`src/rtl/cmd_issuer.sv`:
```
// Host command FIFO feeding a register-block bus with a mandatory idle GAP between issues.
// Optional macro CMD_ISSUER_SHADOW_EN adds an 8x16 shadow array that predicts register values.
module cmd_issuer #(
    parameter int DEPTH = 4
) (
    input  logic        clk,
    input  logic        rst_n,
    input  logic        req_valid,
    output logic        req_ready,
    input  logic [7:0]  req_op,
    input  logic [7:0]  req_addr,
    input  logic [15:0] req_data,
    output logic [7:0]  op_code,
    output logic [7:0]  address,
    output logic [15:0] data,
    output logic        cmd_strobe,
    output logic        busy,
    output logic        exp_valid,
    output logic [15:0] exp_data,
    output logic [7:0]  err_cnt,
    output logic [1:0]  dbg_state
);

    localparam int AW = $clog2(DEPTH);

    typedef enum logic [1:0] {
        IDLE  = 2'd0,
        ISSUE = 2'd1,
        GAP   = 2'd2
    } state_t;

    state_t state_q, state_d;

    // Request handshake: a transfer happens on a rising edge where req_valid && req_ready;
    // req_ready depends only on registered FIFO fullness, never on req_valid.
    logic          accept, push, reject, pop;
    logic          fifo_empty, fifo_full;
    logic [AW:0]   wr_ptr, rd_ptr;
    logic [AW-1:0] wr_idx, rd_idx;

    logic [7:0]  op_mem   [DEPTH];
    logic [2:0]  addr_mem [DEPTH];
    logic [15:0] data_mem [DEPTH];

    assign wr_idx     = wr_ptr[AW-1:0];
    assign rd_idx     = rd_ptr[AW-1:0];
    assign fifo_empty = (wr_ptr == rd_ptr);
    assign fifo_full  = (wr_ptr[AW] != rd_ptr[AW]) && (wr_idx == rd_idx);

    assign req_ready = ~fifo_full;
    assign accept    = req_valid && req_ready;
    assign push      = accept && (req_addr[7:3] == 5'd0);
    assign reject    = accept && (req_addr[7:3] != 5'd0);

    assign busy      = ~fifo_empty || (state_q != IDLE);
    assign dbg_state = state_q;

    // Pop uses the registered empty flag, so a fresh entry is never bypassed to the bus.
    always_ff @(posedge clk or negedge rst_n) begin
        if (!rst_n) begin
            wr_ptr <= '0;
            rd_ptr <= '0;
        end else begin
            if (push) wr_ptr <= wr_ptr + {{AW{1'b0}}, 1'b1};
            if (pop)  rd_ptr <= rd_ptr + {{AW{1'b0}}, 1'b1};
        end
    end

    always_ff @(posedge clk) begin
        if (push) begin
            op_mem[wr_idx]   <= req_op;
            addr_mem[wr_idx] <= req_addr[2:0];
            data_mem[wr_idx] <= req_data;
        end
    end

    always_ff @(posedge clk or negedge rst_n) begin
        if (!rst_n) begin
            err_cnt <= 8'd0;
        end else if (reject && (err_cnt != 8'hFF)) begin
            err_cnt <= err_cnt + 8'd1;
        end
    end

    always_ff @(posedge clk or negedge rst_n) begin
        if (!rst_n) state_q <= IDLE;
        else        state_q <= state_d;
    end

    always_comb begin
        state_d = state_q;
        pop     = 1'b0;
        case (state_q)
            IDLE: begin
                if (!fifo_empty) begin
                    state_d = ISSUE;
                    pop     = 1'b1;
                end
            end
            ISSUE: state_d = GAP;
            GAP: begin
                if (!fifo_empty) begin
                    state_d = ISSUE;
                    pop     = 1'b1;
                end else begin
                    state_d = IDLE;
                end
            end
            default: state_d = IDLE;
        endcase
    end

    // Bus registers are loaded only on the pop edge; every other edge returns them to zero.
    always_ff @(posedge clk or negedge rst_n) begin
        if (!rst_n) begin
            op_code    <= 8'd0;
            address    <= 8'd0;
            data       <= 16'd0;
            cmd_strobe <= 1'b0;
        end else if (pop) begin
            op_code    <= op_mem[rd_idx];
            address    <= {5'd0, addr_mem[rd_idx]};
            data       <= data_mem[rd_idx];
            cmd_strobe <= 1'b1;
        end else begin
            op_code    <= 8'd0;
            address    <= 8'd0;
            data       <= 16'd0;
            cmd_strobe <= 1'b0;
        end
    end

`ifdef CMD_ISSUER_SHADOW_EN
    logic [15:0] shadow_q [8];
    logic [15:0] shadow_val;
    logic        shadow_wr;
    logic [2:0]  exp_addr_q;
    logic        exp_valid_q;

    always_comb begin
        shadow_wr  = 1'b0;
        shadow_val = 16'd0;
        if (state_q == ISSUE) begin
            case (op_code)
                8'd1: begin shadow_wr = 1'b1; shadow_val = data;        end
                8'd2: begin shadow_wr = 1'b1; shadow_val = data >> 1;   end
                8'd3: begin shadow_wr = 1'b1; shadow_val = data << 1;   end
                8'd4: begin shadow_wr = 1'b1; shadow_val = ~data;       end
                default: begin shadow_wr = 1'b0; shadow_val = 16'd0;    end
            endcase
        end
    end

    always_ff @(posedge clk or negedge rst_n) begin
        if (!rst_n) begin
            for (int i = 0; i < 8; i++) shadow_q[i] <= 16'd0;
            exp_addr_q  <= 3'd0;
            exp_valid_q <= 1'b0;
        end else begin
            if (shadow_wr) begin
                shadow_q[address[2:0]] <= shadow_val;
                exp_addr_q             <= address[2:0];
            end
            exp_valid_q <= shadow_wr;
        end
    end

    // The prediction is read back from the array so it always reflects the stored value.
    assign exp_valid = exp_valid_q;
    assign exp_data  = exp_valid_q ? shadow_q[exp_addr_q] : 16'd0;
`else
    assign exp_valid = 1'b0;
    assign exp_data  = 16'd0;
`endif

endmodule

```
`config.mk`:
```
export PLATFORM = sky130hd
export DESIGN_NAME = cmd_issuer
export DESIGN_NICKNAME = d
export VERILOG_FILES = /design/src/rtl/cmd_issuer.sv
export SDC_FILE = /design/constraint.sdc
export NUM_CORES = 1
export LEC_CHECK = 0
export ABC_AREA = 1
export BUFFER_PORTS_ARGS = -buffer_cell sky130_fd_sc_hd__buf_4
export CAP_MARGIN = 5
export CORE_ASPECT_RATIO = 1.2
export CORE_MARGIN = 2
export CORE_UTILIZATION = 40
export DETAILED_ROUTE_END_ITERATION = 6
export HOLD_SLACK_MARGIN = 0.02
export PLACE_DENSITY = 0.71
export SYNTH_ARGS = -nofsm -noshare
export SYNTH_HDL_FRONTEND = slang
export SYNTH_SLANG_ARGS = --single-unit
```
`constraint.sdc`:
```
create_clock -name clk -period 3.97 [get_ports clk]
set_clock_uncertainty 0.05 [all_clocks]
set_input_delay 0 -clock clk [delete_from_list [all_inputs] [get_ports clk]]
set_output_delay 0 -clock clk [all_outputs]
set_load 0.005 [all_outputs]
```
==> qor.csv, run 1 <==
metric,value,unit
coreArea,14900,um^2
slowest_delay,700,ps
antennaDiodeCount,0,
cts_buffers,17,
async_reset_ff_share,28.9,%
rr_endpoint,data_mem[3][15],
relSlewSlack,39.8,%
grt_pass1_vias,3829,
routed_via_density,4.70,
grt_max_degree,57,
cts-root-buf,clkbuf_16,
grt_overflow,0,
path_clk_slew,60,ps
die-area,16100,um^2
power_density,656,nW/um^2
syn_area,6060,um^2
hold_class,in2reg,
wirelength,11.9,mm
worst_pin_slew,900,ps
cts_tree,done,
r2r_cells,8,
hold_viol_final,0,
yosysTopAreaCell,edfxtp_1,
max_freq,356,MHz
die_y,139,um
setup_viol,0,
syn2layout_area_growth,25.2,%
setup.worst_path.class,reg2reg,
rr_startpoint,rd_ptr[1],
maxSlewViolCount,0,
ys_ff_latch,152,
drive_gt1_share,22.4,%
fin_crit_sh,70.8,%
syn_inst,491,
drv_cap,0,
synthTopCellsByCount,"nor2_1, edfxtp_1, o21ai_0",
hp-start,req_addr[7],
cts-htree-levels,4,
cts_resized,0,
synth_ff_type,edfxtp_1,
min_to,wr_ptr[2],
rrSetupSlack,1160,ps
synthMostInstantiatedCell,nor2_1,
rsz0062_at_grt,false,
crit_chain,"inv_2, nand2_1, nand2_1, nand3_4, nand2_2, nor2_4, inv_2, nor2_4",
dr.pass1.iters,5,
syn-mean-instance-area,12.3,um^2
wl_met3,618,um
cp.arrival,2790,ps
io_pins,97,
highest_layer,met4,
p_leak,0.00304,uW
synth_top_area_share,53.6,%
tns,0,ps
outcome,completed,
antenna_found_initial,0,
grt_pass1_wl,19.0,mm
avgRoutedWirePerCell,14.6,um
cp.required,3950,ps
min_period,2810,ps
ys_warn_count,0,
slowest_stage,nor2_4,
holdPathStages,6,
ir_drop,304,uV
num_vias,3820,
synth.area.top_cells,"edfxtp_1, dfrtp_1, nor2_1, o21ai_0, buf_4",
initial_core_util,40.6,%
nets,636,
drt_iter0_drc,255,
grt_usage,15.4,%
fillers,1293,
wl_met2,6.07,mm
cts.sinks,152,
cp_max_fo,28,
place.gp.congestion,0.735,
ys_seq_area_share,71.7,%
fin_util,50.9,%
insertion_delay,410,ps
critPathCaptureType,flop,
ys_types,26,
ant_nets,0,
drc,0,
wl_met1,4.99,mm
num_rows,49,
portBuffers,74,
synth_edf_count,108,
cts_max_path_buffers,2,
cp-start-kind,flop,
place_hpwl,7.20,mm
die_x,116,um
==> registers in the layout (all words and copies together), names as in the netlist <==
| name | count |
|---|---|
| data_mem | 64 |
| rd_ptr | 3 |
| dbg_state | 2 |
| op_mem | 32 |
| data | 16 |
| cmd_strobe | 1 |
| op_code | 8 |
| addr_mem | 12 |
| wr_ptr | 3 |
| address | 3 |
| err_cnt | 8 |
==> area by class of cell <==
type,count,area [um^2],share of cell area (%)
clock buffer,19,443,5.84
inverter,17,63.8,0.841
sequential,152,4350,57.3
timing repair buffer,106,868,11.5
multi-input combinational,301,1460,19.3
tap,204,255,3.37
clock inverter,13,145,1.91
==> layer usage <==
layer,global-route usage [%],up-vias
met5,0,-
met4,6.39,0
met3,3.32,16
met2,25.7,126
met1,19.4,1852
li1,-,1826
==> stage by stage <==
step	power (uW)	area [um^2]	std cells	worst slack, ps	hold slack (ps)
finish	4970	7580	812	1160	39.5
global route	5270	7580	812	931	67.1
CTS	5030	7580	812	1130	33.4
detailed placement	3420	6710	751	1140	14.1
global placement	3370	6710	751	1300	3.01
floorplan	2960	6130	512	1330	-346
==> worst max-delay path, delay by kind of cell (launching register included) <==
kind | cells | cell delay [ps]
AND/OR/NAND/NOR | 6 | 1320
flip-flops | 1 | 580
buffers and inverters | 2 | 470
==> worst max-delay path by stage <==
stage,start,end
final,rd_ptr[1],data_mem[3][15]
after global routing,rd_ptr[1],data_mem[3][11]
after CTS,rd_ptr[1],data_mem[3][15]
after detailed placement,rd_ptr[1],data_mem[2][2]
after global placement,rd_ptr[1],op_mem[3][6]
after floorplan,rd_ptr[0],addr_mem[0][0]
==> power breakdown <==
part / switching (uW) / internal (uW) / total (uW)
clock network: 620 / 948 / 1570
registers: 129 / 1890 / 2020
logic: 840 / 549 / 1390
total: 1590 / 3390 / 4970
==> cell usage in the layout (no fill, tap or decap), drive strengths merged, types with 9 or more instances in the layout <==
master	n
a21oi	27
buf	77
clkbuf	19
clkinv	9
conb	22
dfrtp	44
dlygate4sd3	29
edfxtp	108
inv	19
nand2	54
nor2	119
o21ai	57
==> cells by family (layout without fill, tap and decap cells) <==
logic type / after synthesis / count (layout) / synth area share, %
simple gates: 181 / 181 / 12.3
flops: 152 / 152 / 71.7
compound gates: 84 / 84 / 7.56
buf+inv: 59 / 155 / 5.91
xor+xnor: 8 / 8 / 1.16
fa+ha+maj: 6 / 6 / 1.24
other cells: 1 / 22 / 0.0619
==> repair_timing <==
item	in CTS	in global routing
endpoints found under the setup margin	0	0
hold buffers	29	0
buffers inserted	0	0
hold endpoints to repair	163	0
Power figures use the tool's default switching activity.
==> run 2: changes to the inputs <==
- PLACE_DENSITY: 0.71 -> 0.73
- clock period: 3.97 -> 2.4 ns (I/O delays scaled with it)
==> run 2 against run 1 <==
Sequential share of layout area decreased by 0.81 points. Cell area up 1.4%. Register-to-register slack got worse by 760 ps. First-iteration DRC count decreased by 20%. Total power grew 68%. Critical endpoint is now op_mem[3][1]. Wire length rose by 0.21%. Worst hold slack better by 44 ps. Highest routed layer unchanged. Via count increased by 1.8%.
==> qor.csv, run 2 (synthesized netlist as in run 1, its figures left out) <==
metric,value,unit,change
cts-htree-levels,4,,unchanged
grt_pass1_wl,19.4,mm,+2.0%
cp.required,2440,ps,-1510 ps
critPathCaptureType,flop,,
drv_cap,0,,unchanged
routed_via_density,4.73,,+0.45%
hp-start,req_addr[3],,
ant_nets,0,,unchanged
power_density,1090,nW/um^2,+66%
ctsHoldBuffers,29,,unchanged
hold_viol_final,0,,unchanged
most-common-layout-cells,"nor2_1, edfxtp_1, buf_4",,
cp.arrival,2050,ps,-740 ps
p_leak,0.00310,uW,+2.1%
rsz0062_at_grt,false,,
cts-root-buf,clkbuf_16,,
num_vias,3889,,+1.8%
io_pins,97,,unchanged
outcome,completed,,
timing.final.ws_setup,394,ps,-764 ps
ir_drop,498,uV,+64%
hold_class,in2reg,,
grt_usage,15.7,%,+0.28 points
dpl_cell_area,6800,um^2,+1.4%
path_clk_slew,50,ps,about the same
pre_cts_ws,407,ps,-737 ps
syn2layout_area_growth,27.0,%,
cts_max_path_buffers,2,,unchanged
cp-start-kind,flop,,
rr_startpoint,rd_ptr[1],,
cp_max_fo,14,,-50%
dr.pass1.iters,4,,-1
cts_buffers,17,,unchanged
num_rows,49,,unchanged
die-area,16100,um^2,unchanged
nets,647,,+1.7%
cts_resized,0,,unchanged
slowest_delay,560,ps,-140 ps
cts_tree,done,,
largest_reg_flops,64,,unchanged
largest-register,data_mem,,
maxSlewViolCount,0,,unchanged
cts.sinks,152,,unchanged
fin_hold_ws,83.2,ps,+43.7 ps
insertion_delay,410,ps,about the same
final_common_cell,nor2_1,,
drive_gt1_share,23.1,%,+0.73 points
setup.worst_path.class,reg2reg,,
drc,0,,unchanged
coreArea,14900,um^2,unchanged
rrSetupSlack,390,ps,-760 ps
avgRoutedWirePerCell,14.5,um,-1.1%
die_x,116,um,unchanged
min_period,2010,ps,-806 ps
place_hpwl,7.72,mm,+7.3%
finalPower,8360,uW,+68%
max_freq,498,MHz,+40%
antennaDiodeCount,0,,unchanged
finalInstanceArea,7690,um^2,+1.4%
grt_overflow,0,,unchanged
largestRegisters,"data_mem (64), op_mem (32), data (16)",,
drt_iter0_drc,205,,-20%
initial_core_util,40.6,%,unchanged
relSlewSlack,59.2,%,+19 points
grt_max_degree,56,,-1.8%
worst_pin_slew,611,ps,-289 ps
fillers,1258,,-2.7%
antenna_found_initial,0,,unchanged
die_y,139,um,unchanged
fin_crit_sh,83.6,%,+13 points
place.gp.congestion,0.725,,-1.5%
wirelength,11.9,mm,+0.21%
crit_chain,"inv_2, nand2_1, nand2_1, nand3_4, nand2_2, nor2_4, inv_2, nor2_4, buf_4",,
crit_start,rd_ptr[1],,
cts_setup_buffers,0,,unchanged
portBuffers,74,,unchanged
slowest_stage,dfrtp_1,,
setup_viol,0,,unchanged
grt_pass1_vias,3930,,+2.6%
[run 2: cell count changes in the layout (fill, tap and decap cells not counted), moves of 2 or more]
cell / delta
buf_4: +10
clkbuf_1: +3
clkbuf_8: +2
clkinv_4: -6
[run 2: where the power goes]
part | total [uW] | switching (uW) | internal, uW | leakage [uW]
logic | 2360 | 1390 | 962 | 0.00128
clock network | 2680 | 961 | 1720 | 0.000292
registers | 3320 | 201 | 3120 | 0.00153
total | 8360 | 2560 | 5800 | 0.00310
[run 2: final timing paths]
| kind | endpoint | depth (start not counted) |
|---|---|---|
| worst max-delay path | op_mem[3][1] | 9 |
| worst min-delay path | wr_ptr[0] | 6 |
| worst max register to register | op_mem[3][1] | 9 |
| worst min register to register | dbg_state[1] | 1 |
| max in group asynchronous | rd_ptr[0] | 2 |
| min in group asynchronous | data[7] | 2 |
[run 2: area by class of cell]
class | count | area (um^2) | area share (%)
Sequential cell | 152 | 4350 | 56.5
Multi-Input combinational cell | 301 | 1460 | 19.0
Timing Repair Buffer | 117 | 963 | 12.5
Clock buffer | 24 | 482 | 6.26
Tap cell | 204 | 255 | 3.32
Clock inverter | 8 | 120 | 1.56
Inverter | 17 | 63.8 | 0.830
[run 2: metal layers]
| metal | GRT usage [%] | part of all wire (%) | wire length, um | vias up |
|---|---|---|---|---|
| met5 | 0 | 0 | 0 | - |
| met4 | 5.51 | 1.3 | 150 | 0 |
| met3 | 3.93 | 5.6 | 662 | 15 |
| met2 | 26.8 | 52 | 6140 | 145 |
| met1 | 19.2 | 42 | 4950 | 1879 |
| li1 | - | - | - | 1850 |
[run 2: metrics by stage]
stage	setup TNS (ps)	utilization, %	instances
floorplan	-26450	-	512
global placement	0	45.6	762
detailed placement	0	45.6	762
CTS	0	51.6	823
global route	0	51.6	823
finish	0	51.6	823
[run 2: critical path: cells and delay by family, from the launching register on]
kind / cells / cell delay, ps
buffers and inverters: 3 / 440
DFF: 1 / 560
and+or+nand+nor: 6 / 620
==> run 3: changes to the inputs <==
- clock period: 2.4 -> 1.7 ns (I/O delays scaled with it)
==> run 3 against run 2 <==
Non-clock buffer count up 10. Combinational power increased by 50%. Critical path depth unchanged. Sequential share of layout area down 1.1 points. Critical endpoint is now data_mem[2][13]. Largest power group unchanged.
==> qor.csv, run 3 (synthesized netlist as in run 1, its figures left out) <==
metric,value,unit,change
outcome,completed,,
rr_startpoint,wr_ptr[2],,
rr_endpoint,data_mem[2][13],,
timing.final.ws_setup,20.1,ps,-374 ps
num_vias,3877,,-0.31%
drc,0,,unchanged
grt_usage,16.3,%,+0.62 points
busiest_layer,met2,,
syn2layout_area_growth,29.5,%,
critPathCaptureType,flop,,
nets,657,,+1.5%
ant_nets,0,,unchanged
cp-start-kind,flop,,
setup_viol,0,,unchanged
cts.sinks,152,,unchanged
largest_reg_flops,64,,unchanged
coreArea,14900,um^2,unchanged
r2r_cells,9,,unchanged
path_clk_slew,60,ps,about the same
finalNonFillerCells,833,,+1.2%
dp_cells,771,,+1.2%
grt_max_degree,56,,unchanged
avgRoutedWirePerCell,14.7,um,+2.0%
worst_pin_slew,606,ps,-5.73 ps
fin_crit_sh,98.8,%,+15 points
insertion_delay,420,ps,about the same
grt_use_met3,4.15,%,+0.22 points
num_rows,49,,unchanged
die-area,16100,um^2,unchanged
crit_chain,"inv_1, nand2_1, nand2_1, nand3_4, nand2_2, nor2_4, inv_4, nor2_4, buf_6",,
grt_pass1_wl,20.0,mm,+3.2%
fin_hold_ws,87.9,ps,+4.75 ps
grtUsageMet1,20.4,%,+1.2 points
final_common_cell,nor2_1,,
hold_viol_final,0,,unchanged
cts_max_path_buffers,2,,unchanged
slowest_stage,dfrtp_1,,
grt_use_met2,26.8,%,unchanged
finalPower,11900,uW,+42%
cts_tree,done,,
portBuffers,74,,unchanged
cp.required,1780,ps,-660 ps
drt_iter0_drc,227,,+11%
slowest_delay,380,ps,-180 ps
most-common-layout-cells,"nor2_1, edfxtp_1, buf_4",,
die_x,116,um,unchanged
drv_cap,0,,unchanged
antenna_found_initial,0,,unchanged
power_density,1520,nW/um^2,+40%
cp_max_fo,9,,-5
grt_pass1_vias,3909,,-0.53%
antennaDiodeCount,0,,unchanged
hold_class,in2async,,
grt_overflow,0,,unchanged
cts-htree-levels,4,,unchanged
wirelength,12.3,mm,+3.2%
max_freq,595,MHz,+19%
cp.arrival,1760,ps,-290 ps
cts-root-buf,clkbuf_16,,
ir_drop,769,uV,+54%
dr.pass1.iters,4,,unchanged
maxSlewViolCount,0,,unchanged
initial_core_util,40.6,%,unchanged
die_y,139,um,unchanged
drive_gt1_share,25.0,%,+1.9 points
setup.worst_path.class,reg2reg,,
place.gp.congestion,0.745,,+2.7%
relSlewSlack,59.6,%,+0.38 points
routed_via_density,4.65,,-1.5%
largest-register,data_mem,,
cts_buffers,17,,unchanged
min_period,1680,ps,-326 ps
rrSetupSlack,20,ps,-370 ps
io_pins,97,,unchanged
pre_cts_ws,18.0,ps,-389 ps
rsz0062_at_grt,true,,
largestRegisters,"data_mem (64), op_mem (32), data (16)",,
p_leak,0.00316,uW,+1.7%
place_hpwl,7.92,mm,+2.6%
run 3: changes by cell type in the layout (fill, tap and decap cells not counted):
cell and delta:
buf_12 +6, clkbuf_1 -4, buf_6 +3, clkinvlp_4 +3, inv_6 +3, clkbuf_8 -2
buf_4 +1, bufinv_16 -1, clkinv_4 +1, inv_2 -1, inv_4 +1
run 3: power by group:
| part | internal, uW | switching (uW) | leakage, uW | total (uW) |
|---|---|---|---|---|
| registers | 4410 | 242 | 0.00153 | 4650 |
| clock network | 2210 | 1490 | 0.000277 | 3700 |
| logic | 1480 | 2070 | 0.00135 | 3550 |
| total | 8090 | 3810 | 0.00316 | 11900 |
run 3: area by class of cell:
class / instances / area, um^2
Tap cell: 204 / 255
Sequential cell: 152 / 4350
Multi-Input combinational cell: 301 / 1460
Clock buffer: 18 / 439
Fill cell: 1249 / 7060
Inverter: 17 / 66.3
Clock inverter: 14 / 148
Timing Repair Buffer: 127 / 1120
run 3: metal layers:
layer,vias up,routed length (um)
met3,15,693
met1,1882,5070
met5,-,0
met2,118,6360
met4,0,160
li1,1862,-
run 3: stage by stage:
stage               cell area, um^2  util [%]  setup TNS (ps)
floorplan                      6170         -          -24810
global placement               6950      46.6               0
detailed placement             6950      46.6               0
CTS                            7830      52.6               0
global route                   7840      52.6           -7700
finish                         7840      52.6               0
run 3: how the worst max path moves through the flow:
| stage | from | to | slack (ps) | depth (start not counted) |
|---|---|---|---|---|
| floorplan | rd_ptr[0] | addr_mem[0][0] | -230 | 9 |
| finish | wr_ptr[2] | data_mem[2][13] | 20 | 9 |
| CTS | wr_ptr[2] | op_mem[2][5] | 2 | 9 |
| detailed placement | rd_ptr[2] | data_mem[2][6] | 20 | 9 |
| global placement | rd_ptr[2] | data_mem[2][14] | 70 | 9 |
| global route | wr_ptr[2] | data_mem[2][13] | -90 | 9 |
run 3: critical path: cells and delay by family (launching register included):
family                 cells  cell delay, ps
DFF                        1             380
and+or+nand+nor            6             620
buffers and inverters      3             340
run 3: what timing repair did:
action | CTS | global route
pin swaps | 0 | 0
gates resized for setup | 1 | 2
setup buffers | 1 | 0
hold buffers | 29 | 0
endpoints found under the setup margin | 15 | 108
endpoints found under the hold margin | 160 | 0
cloned | 0 | 0
